--- src/rtl/addsub_pkg.sv ---
`default_nettype none
// +--------------------------------------------------------------------------+
// | Module      : addsub_pkg                                                 |
// | Description : Shared constants for the pipelined adder/subtractor:       |
// |               default operand width and pipeline depth, and the          |
// |               encoding of the sub_i mode bit.                            |
// | Revision    : 1.0 - initial release                                      |
// +--------------------------------------------------------------------------+
package addsub_pkg;

  localparam int   C_DEFAULT_WIDTH  = 8;
  localparam int   C_DEFAULT_STAGES = 2;

  // Mode encoding on sub_i. SUB doubles as the stage-0 carry-in, which is
  // what turns A + ~B into A + ~B + 1.
  localparam logic C_ADD = 1'b0;
  localparam logic C_SUB = 1'b1;

endpackage
`default_nettype wire

--- src/rtl/adder_slice.sv ---
`default_nettype none
// +--------------------------------------------------------------------------+
// | Module      : adder_slice                                                |
// | Description : W-bit ripple adder with carry-in. One slice per pipeline   |
// |               stage.                                                     |
// | Ports       : a_i, b_i  - W-bit addends                                  |
// |               cin_i     - carry in                                       |
// |               sum_o     - W-bit sum                                      |
// |               cout_o    - carry out of the slice MSB                     |
// |               cmsb_o    - carry into the slice MSB                       |
// | Revision    : 1.0 - initial release                                      |
// +--------------------------------------------------------------------------+
module adder_slice
  import addsub_pkg::*;
#(
  parameter int W = C_DEFAULT_WIDTH / C_DEFAULT_STAGES
) (
  input  logic [W-1:0] a_i,
  input  logic [W-1:0] b_i,
  input  logic         cin_i,
  output logic [W-1:0] sum_o,
  output logic         cout_o,
  output logic         cmsb_o
);

  logic [W:0] w_full;

  assign w_full = {1'b0, a_i} + {1'b0, b_i} + {{W{1'b0}}, cin_i};
  assign sum_o  = w_full[W-1:0];
  assign cout_o = w_full[W];

  // Each sum bit is a ^ b ^ carry-in, so the carry into the MSB can be
  // recovered from the MSB sum bit without a second adder (works for W=1).
  assign cmsb_o = a_i[W-1] ^ b_i[W-1] ^ w_full[W-1];

endmodule
`default_nettype wire

--- src/rtl/pipelined_addsub.sv ---
`default_nettype none
// +--------------------------------------------------------------------------+
// | Module      : pipelined_addsub                                           |
// | Description : Carry-pipelined adder/subtractor with valid/ready          |
// |               handshake. Operands are split into STAGES chunks of        |
// |               WIDTH/STAGES bits; stage k adds chunk k plus the carry     |
// |               registered by stage k-1. Latency STAGES, one beat/cycle.   |
// | Ports       : clk_i, rst_n_i (async, active-low)                         |
// |               in_valid_i/in_ready_o, a_i, b_i, sub_i (0=A+B, 1=A-B)      |
// |               out_valid_o/out_ready_i, sum_o, cout_o                     |
// |               ovf_o (only with ADDSUB_OVERFLOW_EN defined)               |
// | Options     : ADDSUB_OVERFLOW_EN - adds signed overflow output ovf_o     |
// | Revision    : 1.0 - initial release                                      |
// +--------------------------------------------------------------------------+
module pipelined_addsub
  import addsub_pkg::*;
#(
  parameter int WIDTH  = C_DEFAULT_WIDTH,   // >= 2, multiple of STAGES
  parameter int STAGES = C_DEFAULT_STAGES
) (
  input  logic             clk_i,
  input  logic             rst_n_i,
  input  logic             in_valid_i,
  output logic             in_ready_o,
  input  logic [WIDTH-1:0] a_i,
  input  logic [WIDTH-1:0] b_i,
  input  logic             sub_i,
  output logic             out_valid_o,
  input  logic             out_ready_i,
  output logic [WIDTH-1:0] sum_o,
  output logic             cout_o
`ifdef ADDSUB_OVERFLOW_EN
  ,
  output logic             ovf_o
`endif
);

  localparam int C_W = WIDTH / STAGES;

  // Stage k keeps the (k+1) low result chunks finished so far; all stages
  // are packed back to back into r_res, stage k at offset W*k*(k+1)/2.
  localparam int C_RES_BITS  = C_W * STAGES * (STAGES + 1) / 2;
  // Stage k (k < STAGES-1) keeps the operand chunks still to be added,
  // WIDTH-W*(k+1) bits each for A and B, packed the same way.
  localparam int C_SKEW_BITS = (STAGES > 1) ? C_W * STAGES * (STAGES - 1) / 2 : 1;

  logic                   w_stall;
  logic                   w_en;
  logic [WIDTH-1:0]       w_b_eff;
  logic [STAGES-1:0]      w_cout;
  logic [STAGES-1:0]      w_cmsb;
  logic                   w_unused_cmsb;

  logic [STAGES-1:0]      r_valid;
  logic [STAGES-1:0]      r_carry;
  logic [C_RES_BITS-1:0]  r_res;
  logic [C_SKEW_BITS-1:0] r_a_skew;
  logic [C_SKEW_BITS-1:0] r_b_skew;

  // The whole pipeline advances as one unit; it only freezes when the
  // final result is held by downstream.
  assign w_stall    = r_valid[STAGES-1] & ~out_ready_i;
  assign w_en       = ~w_stall;
  assign in_ready_o = w_en;

  // B is inverted once at the input, so the skew registers carry the
  // effective addend and sub_i does not need to travel down the pipe.
  assign w_b_eff = (sub_i == C_SUB) ? ~b_i : b_i;

  for (genvar k = 0; k < STAGES; k++) begin : g_stage
    localparam int C_RO  = C_W * k * (k + 1) / 2;
    localparam int C_RW  = C_W * (k + 1);
    localparam int C_REM = WIDTH - C_W * k;

    logic [C_REM-1:0] w_a_rest;
    logic [C_REM-1:0] w_b_rest;
    logic [C_W-1:0]   w_sum;
    logic [C_RW-1:0]  w_res_next;
    logic             w_cin;
    logic             w_vin;

    if (k == 0) begin : g_first
      assign w_a_rest   = a_i;
      assign w_b_rest   = w_b_eff;
      assign w_cin      = (sub_i == C_SUB);
      assign w_vin      = in_valid_i;
      assign w_res_next = w_sum;
    end else begin : g_next
      localparam int C_SO_PREV = (k - 1) * WIDTH - C_W * (k - 1) * k / 2;
      localparam int C_RO_PREV = C_W * (k - 1) * k / 2;
      assign w_a_rest   = r_a_skew[C_SO_PREV +: C_REM];
      assign w_b_rest   = r_b_skew[C_SO_PREV +: C_REM];
      assign w_cin      = r_carry[k-1];
      assign w_vin      = r_valid[k-1];
      assign w_res_next = {w_sum, r_res[C_RO_PREV +: C_W * k]};
    end

    adder_slice #(
      .W      (C_W)
    ) u_slice (
      .a_i    (w_a_rest[C_W-1:0]),
      .b_i    (w_b_rest[C_W-1:0]),
      .cin_i  (w_cin),
      .sum_o  (w_sum),
      .cout_o (w_cout[k]),
      .cmsb_o (w_cmsb[k])
    );

    // Data registers load even for bubbles; only the valid bit matters.
    always_ff @(posedge clk_i or negedge rst_n_i) begin
      if (!rst_n_i) begin
        r_valid[k]          <= 1'b0;
        r_carry[k]          <= 1'b0;
        r_res[C_RO +: C_RW] <= '0;
      end else if (w_en) begin
        r_valid[k]          <= w_vin;
        r_carry[k]          <= w_cout[k];
        r_res[C_RO +: C_RW] <= w_res_next;
      end
    end

    if (k < STAGES - 1) begin : g_skew
      localparam int C_SO = k * WIDTH - C_W * k * (k + 1) / 2;
      localparam int C_SW = WIDTH - C_W * (k + 1);

      always_ff @(posedge clk_i or negedge rst_n_i) begin
        if (!rst_n_i) begin
          r_a_skew[C_SO +: C_SW] <= '0;
          r_b_skew[C_SO +: C_SW] <= '0;
        end else if (w_en) begin
          r_a_skew[C_SO +: C_SW] <= w_a_rest[C_REM-1:C_W];
          r_b_skew[C_SO +: C_SW] <= w_b_rest[C_REM-1:C_W];
        end
      end
    end
  end

  assign out_valid_o = r_valid[STAGES-1];
  assign sum_o       = r_res[C_RES_BITS-1 -: WIDTH];
  assign cout_o      = r_carry[STAGES-1];

  // Only the last slice's carry-into-MSB is meaningful (overflow); the
  // others fall out of the shared slice and are intentionally dropped.
  assign w_unused_cmsb = ^w_cmsb;

`ifdef ADDSUB_OVERFLOW_EN
  logic r_ovf;

  // Registered with the last stage so it lines up with sum_o/cout_o.
  always_ff @(posedge clk_i or negedge rst_n_i) begin
    if (!rst_n_i) begin
      r_ovf <= 1'b0;
    end else if (w_en) begin
      r_ovf <= w_cmsb[STAGES-1] ^ w_cout[STAGES-1];
    end
  end

  assign ovf_o = r_ovf;
`endif

endmodule
`default_nettype wire

--- config.mk ---
export PLATFORM = sky130hd
export DESIGN_NAME = pipelined_addsub
export DESIGN_NICKNAME = d
export VERILOG_FILES = /design/src/rtl/addsub_pkg.sv /design/src/rtl/adder_slice.sv /design/src/rtl/pipelined_addsub.sv
export SDC_FILE = /design/constraint.sdc
export NUM_CORES = 1
export LEC_CHECK = 0
export CORE_MARGIN = 8
export CORE_UTILIZATION = 35
export DETAILED_ROUTE_END_ITERATION = 8
export PLACE_DENSITY = 0.67
export SKIP_LAST_GASP = 1
export SYNTH_ARGS = -nofsm -noshare
export SYNTH_HDL_FRONTEND = slang
export SYNTH_SLANG_ARGS = --single-unit
--- constraint.sdc ---
create_clock -name clk_i -period 1.52 [get_ports clk_i]
set_input_delay 0.456 -clock clk_i [delete_from_list [all_inputs] [get_ports clk_i]]
set_output_delay 0.456 -clock clk_i [all_outputs]
set_load 0.05 [all_outputs]
==> impl_metrics.py, run 1 <==
metrics = {
    "global_route": {
        "globalRouteMet1Util_pct": 11.8,
        "first_global_vias": 1110,
        "overflow": 0,
        "grt_max_degree": 25,
        "met3_usage_pct": 1.84,
        "gr-usage-all-layers_pct": 10.1,
        "met2_usage_in_global_routing_pct": 17.5,
        "top_usage_layer": "met2",
        "grt_antenna_before_repair": 0,
        "grt_first_pass_wirelength_um": 4550,
    },
    "power_and_ir_drop": {
        "comb_power_share_pct": 51.0,
        "ir_worst_vdd_mv": 0.506,
        "netSwitchingPower_uw": 979,
        "cellPowerDensity_nw_per_um2": 1360,
        "finalPower_uw": 2580,
        "share_seq_of_total_power_pct": 36.3,
        "cellLeakagePower_uw": 0.000918,
        "p_int_uw": 1600,
        "swShare_pct": 38.0,
        "share_clk_of_total_power_pct": 12.6,
    },
    "place": {
        "placement.io_buffers": 31,
        "place_hpwl_um": 2100,
        "pre_cts_slack_ns": -0.820,
        "place_congestion": 0.856,
        "detailed_place.area_um2": 1810,
    },
    "hold_path": {
        "hold_path_depth": 1,
        "min_delay_worst_endpoint": "out_valid_o",
        "hold_path_startpoint": "g_stage[1].w_vin",
        "min-delay-path-class": "register to register",
    },
    "route": {
        "drt_pass_1_iters": 4,
        "viasPerCell": 4.67,
        "initialDrtViolationCount": 41,
        "detail_route.wirelength_um": 2670,
        "vias": 1047,
        "drt-wirelength-per-cell_um": 11.9,
        "drcViolationCount": 0,
        "antenna_violating_nets_left": 0,
    },
    "floorplan": {
        "design.die.area_um2": 5690,
        "chipWidth_um": 75.4,
        "io-pin-count": 32,
        "floorplan.core_area_um2": 3360,
        "rows": 21,
        "initial_utilization_pct": 36.8,
        "die_y_um": 75.4,
    },
    "layout": {
        "stdcell_area_um2": 1900,
        "antenna_cells": 0,
        "num-nets-final": 209,
        "synthToLayoutAreaGrowth_pct": 53.8,
        "layout-drive-gt1-share_pct": 29.8,
        "num-fill-cells": 319,
    },
    "sta": {
        "finClkSkew_ns": 0.00538,
        "timing.final.ws_setup_ns": -0.0113,
        "grt_setup_unrepaired": "true",
        "tightest_slew_ns": 0.305,
        "final-setup-viol-count": 1,
        "finalMaxSlewViolations": 0,
        "post-route-period-util_pct": 101,
        "fin_crit_ns": 1.53,
        "worst_slew_margin_rel_pct": 79.7,
        "clock.fmax_ghz": 0.653,
        "final_hold_viol_count": 0,
        "finalHoldWorstSlack_ns": 0.477,
    },
    "worst_setup_path": {
        "critPathKind": "primary input to register",
        "timing.critical_path.arrival_ns": 1.74,
        "cell_with_the_biggest_individual_delay_on_the_critical_path": "sky130_fd_sc_hd__a2111o_1",
        "critical-path-max-stage-delay_ns": 0.36,
        "cp.required_ns": 1.73,
        "crit_path_cell_trace": "buf_6, xor2_2, ha_1, and2_4, a2111o_1, and3_1",
        "path_max_fanout": 4,
        "timing.rr.start": "g_stage[1].w_a_rest[0]",
        "worst_setup_path_end_kind": "register",
        "crit-reg2reg-capture": "sum_o[5]",
        "ff2ff_path_depth": 4,
        "start_kind": "primary input",
        "regToRegSetupSlack_ns": 0.02,
    },
    "logic_synthesis": {
        "synth_ff_type": "sky130_fd_sc_hd__dfrtp_1",
        "synth.yosys.warnings": 0,
        "total_nets_after_synthesis": 158,
        "synth-seq-area-share_pct": 48.6,
        "synth_enable_flop_cells": 0,
        "netlist_area_before_placement_um2": 1240,
        "asyncSetResetFlopFracSynth_pct": 100,
        "synth_cell_types": 28,
        "synth.top_cell.area_share_pct": 48.6,
        "netlist_top_cells_area": "sky130_fd_sc_hd__dfrtp_1 49%, sky130_fd_sc_hd__nand2_1 12%, sky130_fd_sc_hd__ha_1 6.1%",
        "synthCells": 128,
        "netlist.top_cell.by_area": "sky130_fd_sc_hd__dfrtp_1",
        "synth_area_per_cell_um2": 9.66,
        "synth-seq-cells": 24,
    },
    "cts": {
        "tritoncts": "done",
        "cts_inserted_buffers": 3,
        "worst_skew_pair.late_latency_ns": 0.30,
        "cts.sink_count": 24,
        "clockRootBuffer": "sky130_fd_sc_hd__clkbuf_4",
        "htree_num_levels": 1,
        "ctsLongestPathBuffers": 2,
        "post_cts_hold_buffers": 0,
        "clock_transition_at_the_registers_of_the_reported_paths_ns": 0.12,
    },
    "status": {
        "violations": "negative setup slack",
        "run_status": "finished with violations",
    },
    "flow_run": {
        "maxCapViolCount": 0,
    },
}
-- what timing repair did --
action	4_1_cts	5_1_grt
endpoints found under the setup margin	7	6
setup buffers	4	2
pin swaps	12	9
endpoints found under the hold margin	0	0
gates resized for setup	28	9
-- synthesized netlist by cell type (2+ instances only) --
library cell	number
sky130_fd_sc_hd__a21o_1	3
sky130_fd_sc_hd__a21oi_1	5
sky130_fd_sc_hd__buf_2	3
sky130_fd_sc_hd__clkbuf_1	2
sky130_fd_sc_hd__dfrtp_1	24
sky130_fd_sc_hd__fa_1	3
sky130_fd_sc_hd__ha_1	6
sky130_fd_sc_hd__inv_1	5
sky130_fd_sc_hd__nand2_1	38
sky130_fd_sc_hd__nor2_1	4
sky130_fd_sc_hd__nor2b_1	3
sky130_fd_sc_hd__o21ai_0	9
sky130_fd_sc_hd__xnor2_1	5
sky130_fd_sc_hd__xor2_1	4
-- per-layer routing --
layer	wire length (um)	share of wire [%]	vias to the layer above
met3	160	6.0	2
met5	0	0	-
met2	1310	49	31
met4	23	0.86	0
li1	-	-	518
met1	1170	44	496
-- registers in the layout, indices dropped and copies added, names as in the netlist --
name / count
g_stage.w_res_next: 4
out_valid_o: 1
g_stage.w_vin: 1
cout_o: 1
sum_o: 8
g_stage.w_a_rest: 4
g_stage.w_b_rest: 4
g_stage.w_cin: 1
-- worst max path at each step --
stage / to / startpoint / slack (ns)
2_1_floorplan: g_stage[1].w_res_next[3] / sub_i / -0.31
3_3_place_gp: g_stage[1].w_res_next[3] / sub_i / -0.75
3_5_place_dp: g_stage[1].w_res_next[3] / sub_i / -0.82
4_1_cts: g_stage[1].w_res_next[3] / b_i[1] / -0.03
5_1_grt: in_ready_o / out_valid_o / -0.05
6_report: g_stage[1].w_res_next[3] / sub_i / -0.01
-- layout make-up --
class | count | area, um2 | share of cell area (%)
Clock buffer | 4 | 36.3 | 1.91
Inverter | 6 | 27.5 | 1.45
Sequential cell | 24 | 602 | 31.6
Tap cell | 46 | 57.6 | 3.03
Multi-Input combinational cell | 92 | 619 | 32.6
Timing Repair Buffer | 52 | 559 | 29.4
-- cell usage in the layout (no fill, tap or decap), drive strengths merged, types with 4 or more instances in the layout --
cell type | synthesis | final
o21ai | 9 | 9
dfrtp | 24 | 24
xor2 | 4 | 4
ha | 6 | 6
nor2 | 4 | 4
clkdlybuf4s50 | 0 | 11
buf | 4 | 36
inv | 5 | 5
clkbuf | 2 | 4
nand2 | 38 | 38
xnor2 | 5 | 5
a21oi | 5 | 5
-- critical path: cells and delay by family --
| family | cells | cell delay (ns) |
|---|---|---|
| and+or+nand+nor | 2 | 0.31 |
| adders and majority gates | 1 | 0.34 |
| xor gates and xnor gates | 1 | 0.16 |
| AOI/OAI and AO/OA | 1 | 0.36 |
| buffers and inverters | 1 | 0.11 |
-- cells by family after synthesis --
kind of cell	Yosys count	synth area share [%]
and+or+nand+nor	52	17.9
adders and majority gates	9	10.9
buffers and inverters	12	4.55
DFF	24	48.6
AOI/OAI and AO/OA	20	9.62
muxes	2	2.02
xor gates and xnor gates	9	6.38
-- power by group through the flow --
stage / Sequential [uW] / Clock (uW) / Combinational, uW
2_1_floorplan: 1220 / 0 / 354
3_3_place_gp: 950 / 0 / 1240
3_5_place_dp: 956 / 0 / 1260
4_1_cts: 941 / 336 / 1300
5_1_grt: 958 / 355 / 1410
6_report: 936 / 326 / 1320
-- metrics by stage --
| step | TNS (ns) | cells | utilization (%) |
|---|---|---|---|
| after floorplan | -0.462 | 128 | - |
| after global placement | -6.23 | 215 | 53.7 |
| after detailed placement | -6.90 | 215 | 53.7 |
| after CTS | -0.0506 | 223 | 55.9 |
| after global routing | -0.0911 | 224 | 56.5 |
| final | -0.0113 | 224 | 56.5 |
Power figures use the tool's default switching activity.
==> run 2: changes to the inputs <==
--- a/config.mk
+++ b/config.mk
@@ -5,11 +5,13 @@
 export SDC_FILE = /design/constraint.sdc
 export NUM_CORES = 1
 export LEC_CHECK = 0
+export ABC_AREA = 1
 export CORE_MARGIN = 8
 export CORE_UTILIZATION = 35
 export DETAILED_ROUTE_END_ITERATION = 8
-export PLACE_DENSITY = 0.67
+export PLACE_DENSITY = 0.66
 export SKIP_LAST_GASP = 1
+export SLEW_MARGIN = 5
 export SYNTH_ARGS = -nofsm -noshare
 export SYNTH_HDL_FRONTEND = slang
 export SYNTH_SLANG_ARGS = --single-unit
==> impl_metrics.py, run 2 <==
metrics = {
    "sta": {
        "final_hold_viol_count": 0,
        "totalNegativeSetupSlack_ns": 0,
        "tightest_slew_ns": 0.328,
        "clock.fmax_ghz": 0.660,
        "finClkSkew_ns": 0.00206,
        "finalMaxSlewViolations": 0,
        "fin_crit_ns": 1.51,
        "worst_slew_margin_rel_pct": 78.0,
        "post-route-period-util_pct": 99.7,
        "timing.final.ws_setup_ns": 0.00524,
        "final-setup-viol-count": 0,
        "grt_setup_unrepaired": "true",
    },
    "place": {
        "pre_cts_slack_ns": -0.555,
        "place_congestion": 0.785,
        "placement.io_buffers": 31,
        "place_hpwl_um": 2250,
        "detailed_place.area_um2": 1860,
    },
    "power_and_ir_drop": {
        "cellLeakagePower_uw": 0.000976,
        "p_int_uw": 1670,
        "ir_worst_vdd_mv": 0.431,
        "finalPower_uw": 2670,
        "share_clk_of_total_power_pct": 15.7,
        "swShare_pct": 37.5,
        "cellPowerDensity_nw_per_um2": 1350,
        "comb_power_share_pct": 49.6,
        "share_seq_of_total_power_pct": 34.7,
        "netSwitchingPower_uw": 1000,
    },
    "cts": {
        "ctsLongestPathBuffers": 2,
        "clockRootBuffer": "sky130_fd_sc_hd__clkbuf_8",
        "post_cts_hold_buffers": 0,
        "worst_skew_pair.late_latency_ns": 0.26,
        "clock_transition_at_the_registers_of_the_reported_paths_ns": 0.08,
        "htree_num_levels": 1,
        "cts_inserted_buffers": 3,
        "tritoncts": "done",
        "cts.sink_count": 24,
    },
    "logic_synthesis": {
        "synth_ff_type": "sky130_fd_sc_hd__dfrtp_1",
        "synth.top_cell.area_share_pct": 45.3,
        "synth-seq-area-share_pct": 45.3,
        "asyncSetResetFlopFracSynth_pct": 100,
        "netlist_top_cells_area": "sky130_fd_sc_hd__dfrtp_1 45%, sky130_fd_sc_hd__nand2_1 13%, sky130_fd_sc_hd__o21ai_2 7.3%",
        "ys_top_cells_by_count": "45 x sky130_fd_sc_hd__nand2_1, 24 x sky130_fd_sc_hd__dfrtp_1, 13 x sky130_fd_sc_hd__inv_1",
        "netlist_area_before_placement_um2": 1330,
        "synth_most_common_cell": "sky130_fd_sc_hd__nand2_1",
        "synth.yosys.warnings": 0,
        "synthCells": 139,
        "total_nets_after_synthesis": 169,
        "synth_area_per_cell_um2": 9.54,
        "synth_enable_flop_cells": 0,
        "synth-seq-cells": 24,
        "synth_cell_types": 18,
        "netlist.top_cell.by_area": "sky130_fd_sc_hd__dfrtp_1",
    },
    "status": {
        "run_status": "complete, no violations",
    },
    "floorplan": {
        "floorplan.core_area_um2": 3660,
        "rows": 22,
        "io-pin-count": 32,
        "chipWidth_um": 77.6,
        "design.die.area_um2": 6010,
        "initial_utilization_pct": 36.2,
        "die_y_um": 77.6,
    },
    "layout": {
        "max_reg_flops": 8,
        "synthToLayoutAreaGrowth_pct": 48.7,
        "multi_input_comb_area_um2": 626,
        "antenna_cells": 0,
        "most_common_cell_after_layout_fill_and_taps_aside": "sky130_fd_sc_hd__nand2_1",
        "layout-drive-gt1-share_pct": 31.0,
        "num-nets-final": 215,
        "regArea_um2": 602,
        "final_core_utilization_pct": 53.9,
        "final_cell_mix": "44 x sky130_fd_sc_hd__nand2_1, 23 x sky130_fd_sc_hd__dfrtp_1, 14 x sky130_fd_sc_hd__buf_4, 13 x sky130_fd_sc_hd__buf_12, 12 x sky130_fd_sc_hd__clkdlybuf4s50_1",
        "stdcell_area_um2": 1970,
        "num-fill-cells": 318,
    },
    "flow_run": {
        "maxCapViolCount": 0,
    },
    "worst_setup_path": {
        "start_kind": "primary input",
        "worst_setup_path_end_kind": "primary output",
        "critPathKind": "primary input to primary output",
        "ff2ff_path_depth": 4,
        "cp.required_ns": 1.06,
        "path_max_fanout": 2,
        "timing.critical_path.arrival_ns": 1.06,
    },
    "global_route": {
        "first_global_vias": 1182,
        "grt_max_degree": 24,
        "grt_antenna_before_repair": 0,
        "overflow": 0,
        "grt_first_pass_wirelength_um": 4930,
        "gr-usage-all-layers_pct": 9.80,
    },
    "route": {
        "drcViolationCount": 0,
        "drt-wirelength-per-cell_um": 11.9,
        "viasPerCell": 4.41,
        "detail_route.wirelength_um": 2760,
        "initialDrtViolationCount": 37,
        "antenna_violating_nets_left": 0,
        "vias": 1024,
        "drt_pass_1_iters": 4,
    },
    "hold_path": {
        "min-delay-path-class": "primary input to async pin",
    },
}
-- run 2: stage by stage --
stage | hold WS, ns | instances
2_1_floorplan | 0.160 | 139
6_report | 0.453 | 232
5_1_grt | 0.464 | 232
3_5_place_dp | 0.462 | 225
3_3_place_gp | 0.445 | 225
4_1_cts | 0.461 | 231
-- run 2: worst max-delay path: stages --
cell and delay, ns:
sky130_fd_sc_hd__clkdlybuf4s15_1 0.17, sky130_fd_sc_hd__or2_4 0.27, sky130_fd_sc_hd__buf_12 0.15
-- run 2: final cells by class --
| class | count | area share, % |
|---|---|---|
| multi-input cells | 95 | 31.7 |
| flip-flops and latches | 24 | 30.5 |
| repair buffers | 47 | 28.6 |
| inverters | 14 | 3.30 |
| well taps | 48 | 3.05 |
| clock buffers | 4 | 2.79 |
-- run 2: path summary, 6_finish.rpt --
| kind | from | endpoint | slack [ns] |
|---|---|---|---|
| max reg2reg | g_stage[1].w_cin | sum_o[5] | 0.02 |
| min in group clk_i | g_stage[1].w_vin | out_valid_o | 0.48 |
| min reg2reg | g_stage[1].w_vin | out_valid_o | 0.48 |
| max in group asynchronous | rst_n_i | sum_o[6] | 0.66 |
| max | out_ready_i | in_ready_o | 0.005 |
| min | rst_n_i | sum_o[2] | 0.45 |
-- run 2: what timing repair did --
item,4_1_cts,5_1_grt
gates resized for setup,14,10
pin swaps,7,10
endpoints found under the setup margin,14,8
setup buffers,2,1
hold endpoints to repair,0,0
-- run 2: cells by family after synthesis --
logic type	Yosys count	share of synthesized area, %
compound gates	20	10.7
xor+xnor	8	5.28
fa+ha+maj	9	10.2
buf+inv	20	11.0
flops	24	45.3
simple gates	58	17.5
-- run 2: per-layer routing --
layer  global-route usage (%)  share of wire [%]  vias up
met5                        0                  0        -
met2                     18.6                 53       22
met3                     2.53                4.6        2
met1                     10.4                 42      480
met4                     2.45               0.58        0
li1                         -                  -      520
-- run 2: power groups by stage --
stage | sequential (uW) | combinational, uW | clock [uW]
2_1_floorplan | 1200 | 426 | 0
3_5_place_dp | 943 | 1300 | 0
4_1_cts | 928 | 1320 | 433
5_1_grt | 945 | 1420 | 462
6_report | 926 | 1330 | 418
3_3_place_gp | 936 | 1280 | 0
==> run 3: changes to the inputs <==
--- a/config.mk
+++ b/config.mk
@@ -6,10 +6,12 @@
 export NUM_CORES = 1
 export LEC_CHECK = 0
 export ABC_AREA = 1
+export CORE_ASPECT_RATIO = 1.75
 export CORE_MARGIN = 8
 export CORE_UTILIZATION = 35
 export DETAILED_ROUTE_END_ITERATION = 8
-export PLACE_DENSITY = 0.66
+export DONT_BUFFER_PORTS = 1
+export PLACE_DENSITY = 0.55
 export SKIP_LAST_GASP = 1
 export SLEW_MARGIN = 5
 export SYNTH_ARGS = -nofsm -noshare
==> impl_metrics.py, run 3 (synthesis results as in run 2) <==
metrics = {
    "sta": {
        "final-setup-viol-count": 1,
        "final_hold_viol_count": 0,
        "timing.final.ws_setup_ns": -0.00219,
        "tightest_slew_ns": 0.490,
        "grt_setup_unrepaired": "true",
        "clock.fmax_ghz": 0.657,
        "finalMaxSlewViolations": 0,
        "fin_crit_ns": 1.52,
        "post-route-period-util_pct": 100,
        "worst_slew_margin_rel_pct": 67.4,
        "finClkSkew_ns": 0.00876,
    },
    "power_and_ir_drop": {
        "cellLeakagePower_uw": 0.000748,
        "ir_worst_vdd_mv": 0.570,
        "cellPowerDensity_nw_per_um2": 1440,
    },
    "global_route": {
        "grt_first_pass_wirelength_um": 4910,
        "overflow": 0,
        "grt_antenna_before_repair": 0,
        "gr-usage-all-layers_pct": 10.0,
        "first_global_vias": 1033,
        "grt_max_degree": 26,
    },
    "floorplan": {
        "chipWidth_um": 62.5,
        "rows": 29,
        "floorplan.core_area_um2": 3630,
        "io-pin-count": 32,
        "design.die.area_um2": 6090,
        "initial_utilization_pct": 36.6,
        "die_y_um": 97.4,
    },
    "layout": {
        "synthToLayoutAreaGrowth_pct": 13.7,
        "num-nets-final": 176,
        "most_common_cell_after_layout_fill_and_taps_aside": "sky130_fd_sc_hd__nand2_1",
        "layout-drive-gt1-share_pct": 21.4,
        "final_core_utilization_pct": 41.6,
        "final_cell_mix": "45 x sky130_fd_sc_hd__nand2_1, 23 x sky130_fd_sc_hd__dfrtp_1, 11 x sky130_fd_sc_hd__inv_1, 11 x sky130_fd_sc_hd__o21ai_2",
        "max_reg_flops": 8,
        "antenna_cells": 0,
        "stdcell_area_um2": 1510,
    },
    "worst_setup_path": {
        "ff2ff_path_depth": 4,
        "worst_setup_path_startpoint": "out_valid_o",
        "crit-reg2reg-capture": "sum_o[5]",
        "regToRegSetupSlack_ns": 0.01,
        "start_kind": "register",
        "timing.rr.start": "g_stage[1].w_a_rest[0]",
        "path_max_fanout": 6,
        "crit_path_cell_trace": "inv_2, or2_4, buf_12",
        "timing.critical_path.arrival_ns": 1.07,
        "worstSetupEndpoint": "in_ready_o",
        "critical-path-max-stage-delay_ns": 0.37,
        "critPathKind": "register to primary output",
        "cp.required_ns": 1.06,
        "worst_setup_path_end_kind": "primary output",
        "cell_with_the_biggest_individual_delay_on_the_critical_path": "sky130_fd_sc_hd__dfrtp_2",
    },
    "flow_run": {
        "maxCapViolCount": 0,
    },
    "route": {
        "drt-wirelength-per-cell_um": 14.9,
        "detail_route.wirelength_um": 2840,
        "initialDrtViolationCount": 24,
        "antenna_violating_nets_left": 0,
        "vias": 913,
        "viasPerCell": 4.78,
        "drcViolationCount": 0,
        "drt_pass_1_iters": 4,
    },
    "cts": {
        "clockRootBuffer": "sky130_fd_sc_hd__clkbuf_8",
        "htree_num_levels": 1,
        "tritoncts": "done",
        "cts_inserted_buffers": 3,
        "cts.sink_count": 24,
        "worst_skew_pair.late_latency_ns": 0.27,
        "ctsLongestPathBuffers": 2,
        "clock_transition_at_the_registers_of_the_reported_paths_ns": 0.09,
    },
    "hold_path": {
        "min-delay-path-class": "primary input to register",
    },
    "place": {
        "pre_cts_slack_ns": -0.0359,
        "place_congestion": 0.845,
        "place_hpwl_um": 2020,
        "placement.io_buffers": 0,
        "detailed_place.area_um2": 1350,
    },
    "status": {
        "run_status": "finished with violations",
        "violations": "negative setup slack",
    },
}
## run 3: changes by cell type in the layout (fill, tap and decap cells not counted), sizes merged
cell           before  now
dlygate4sd3         0    1
clkdlybuf4s50      12    0
clkdlybuf4s15       1    0
dlygate4sd2         3    0
bufbuf              0    2
buf                28    5
dlymetal6s2s        3    0
## run 3: worst min path at each step
stage | end | cells after the start | from
floorplan | cout_o | 0 | rst_n_i
detailed placement | sum_o[4] | 0 | rst_n_i
CTS | g_stage[1].w_vin | 2 | in_valid_i
global route | g_stage[1].w_a_rest[3] | 2 | a_i[7]
finish | g_stage[1].w_vin | 2 | in_valid_i
global placement | sum_o[3] | 0 | rst_n_i
## run 3: metrics by stage
stage | power [uW] | std cells | hold WS (ns) | setup TNS, ns
4_1_cts | 2170 | 190 | 0.309 | -0.0278
6_report | 2160 | 191 | 0.311 | -0.00219
5_1_grt | 2310 | 191 | 0.310 | -0.0916
3_3_place_gp | 1690 | 181 | 0.161 | -0.0125
3_5_place_dp | 1710 | 181 | 0.161 | -0.0359
2_1_floorplan | 1630 | 139 | 0.160 | -0.000891
## run 3: final cells by class
cell class | count | area [um2]
clock buffer | 4 | 45.0
fill | 368 | 2120
inverter | 14 | 65.1
multi-input combinational | 95 | 601
sequential | 24 | 602
tap | 46 | 57.6
timing repair buffer | 8 | 138
## run 3: worst max-delay path, delay by kind of cell (launching register included)
family,cells,cell delay [ns]
flops,1,0.37
simple gates,1,0.23
buf+inv,2,0.19
## run 3: layer usage
layer | global-route usage [%] | share of wire [%] | vias up
li1 | - | - | 444
met1 | 10.3 | 37 | 429
met2 | 17.1 | 54 | 32
met3 | 2.31 | 5.0 | 8
met4 | 7.77 | 4.1 | 0
met5 | 0 | 0 | -
## run 3: power breakdown
group	total, uW	leakage (uW)	internal [uW]	switching, uW
clock network	390	0.0000228	187	203
logic	569	0.000440	263	306
registers	1210	0.000285	788	418
total	2160	0.000748	1240	926
## run 3: what timing repair did
item,CTS,global route
pin swaps,1,5
gates resized for setup,3,3
hold endpoints to repair,24,0
buffers inserted,1,1
cloned,2,0
hold buffers,2,0
endpoints found under the setup margin,3,4
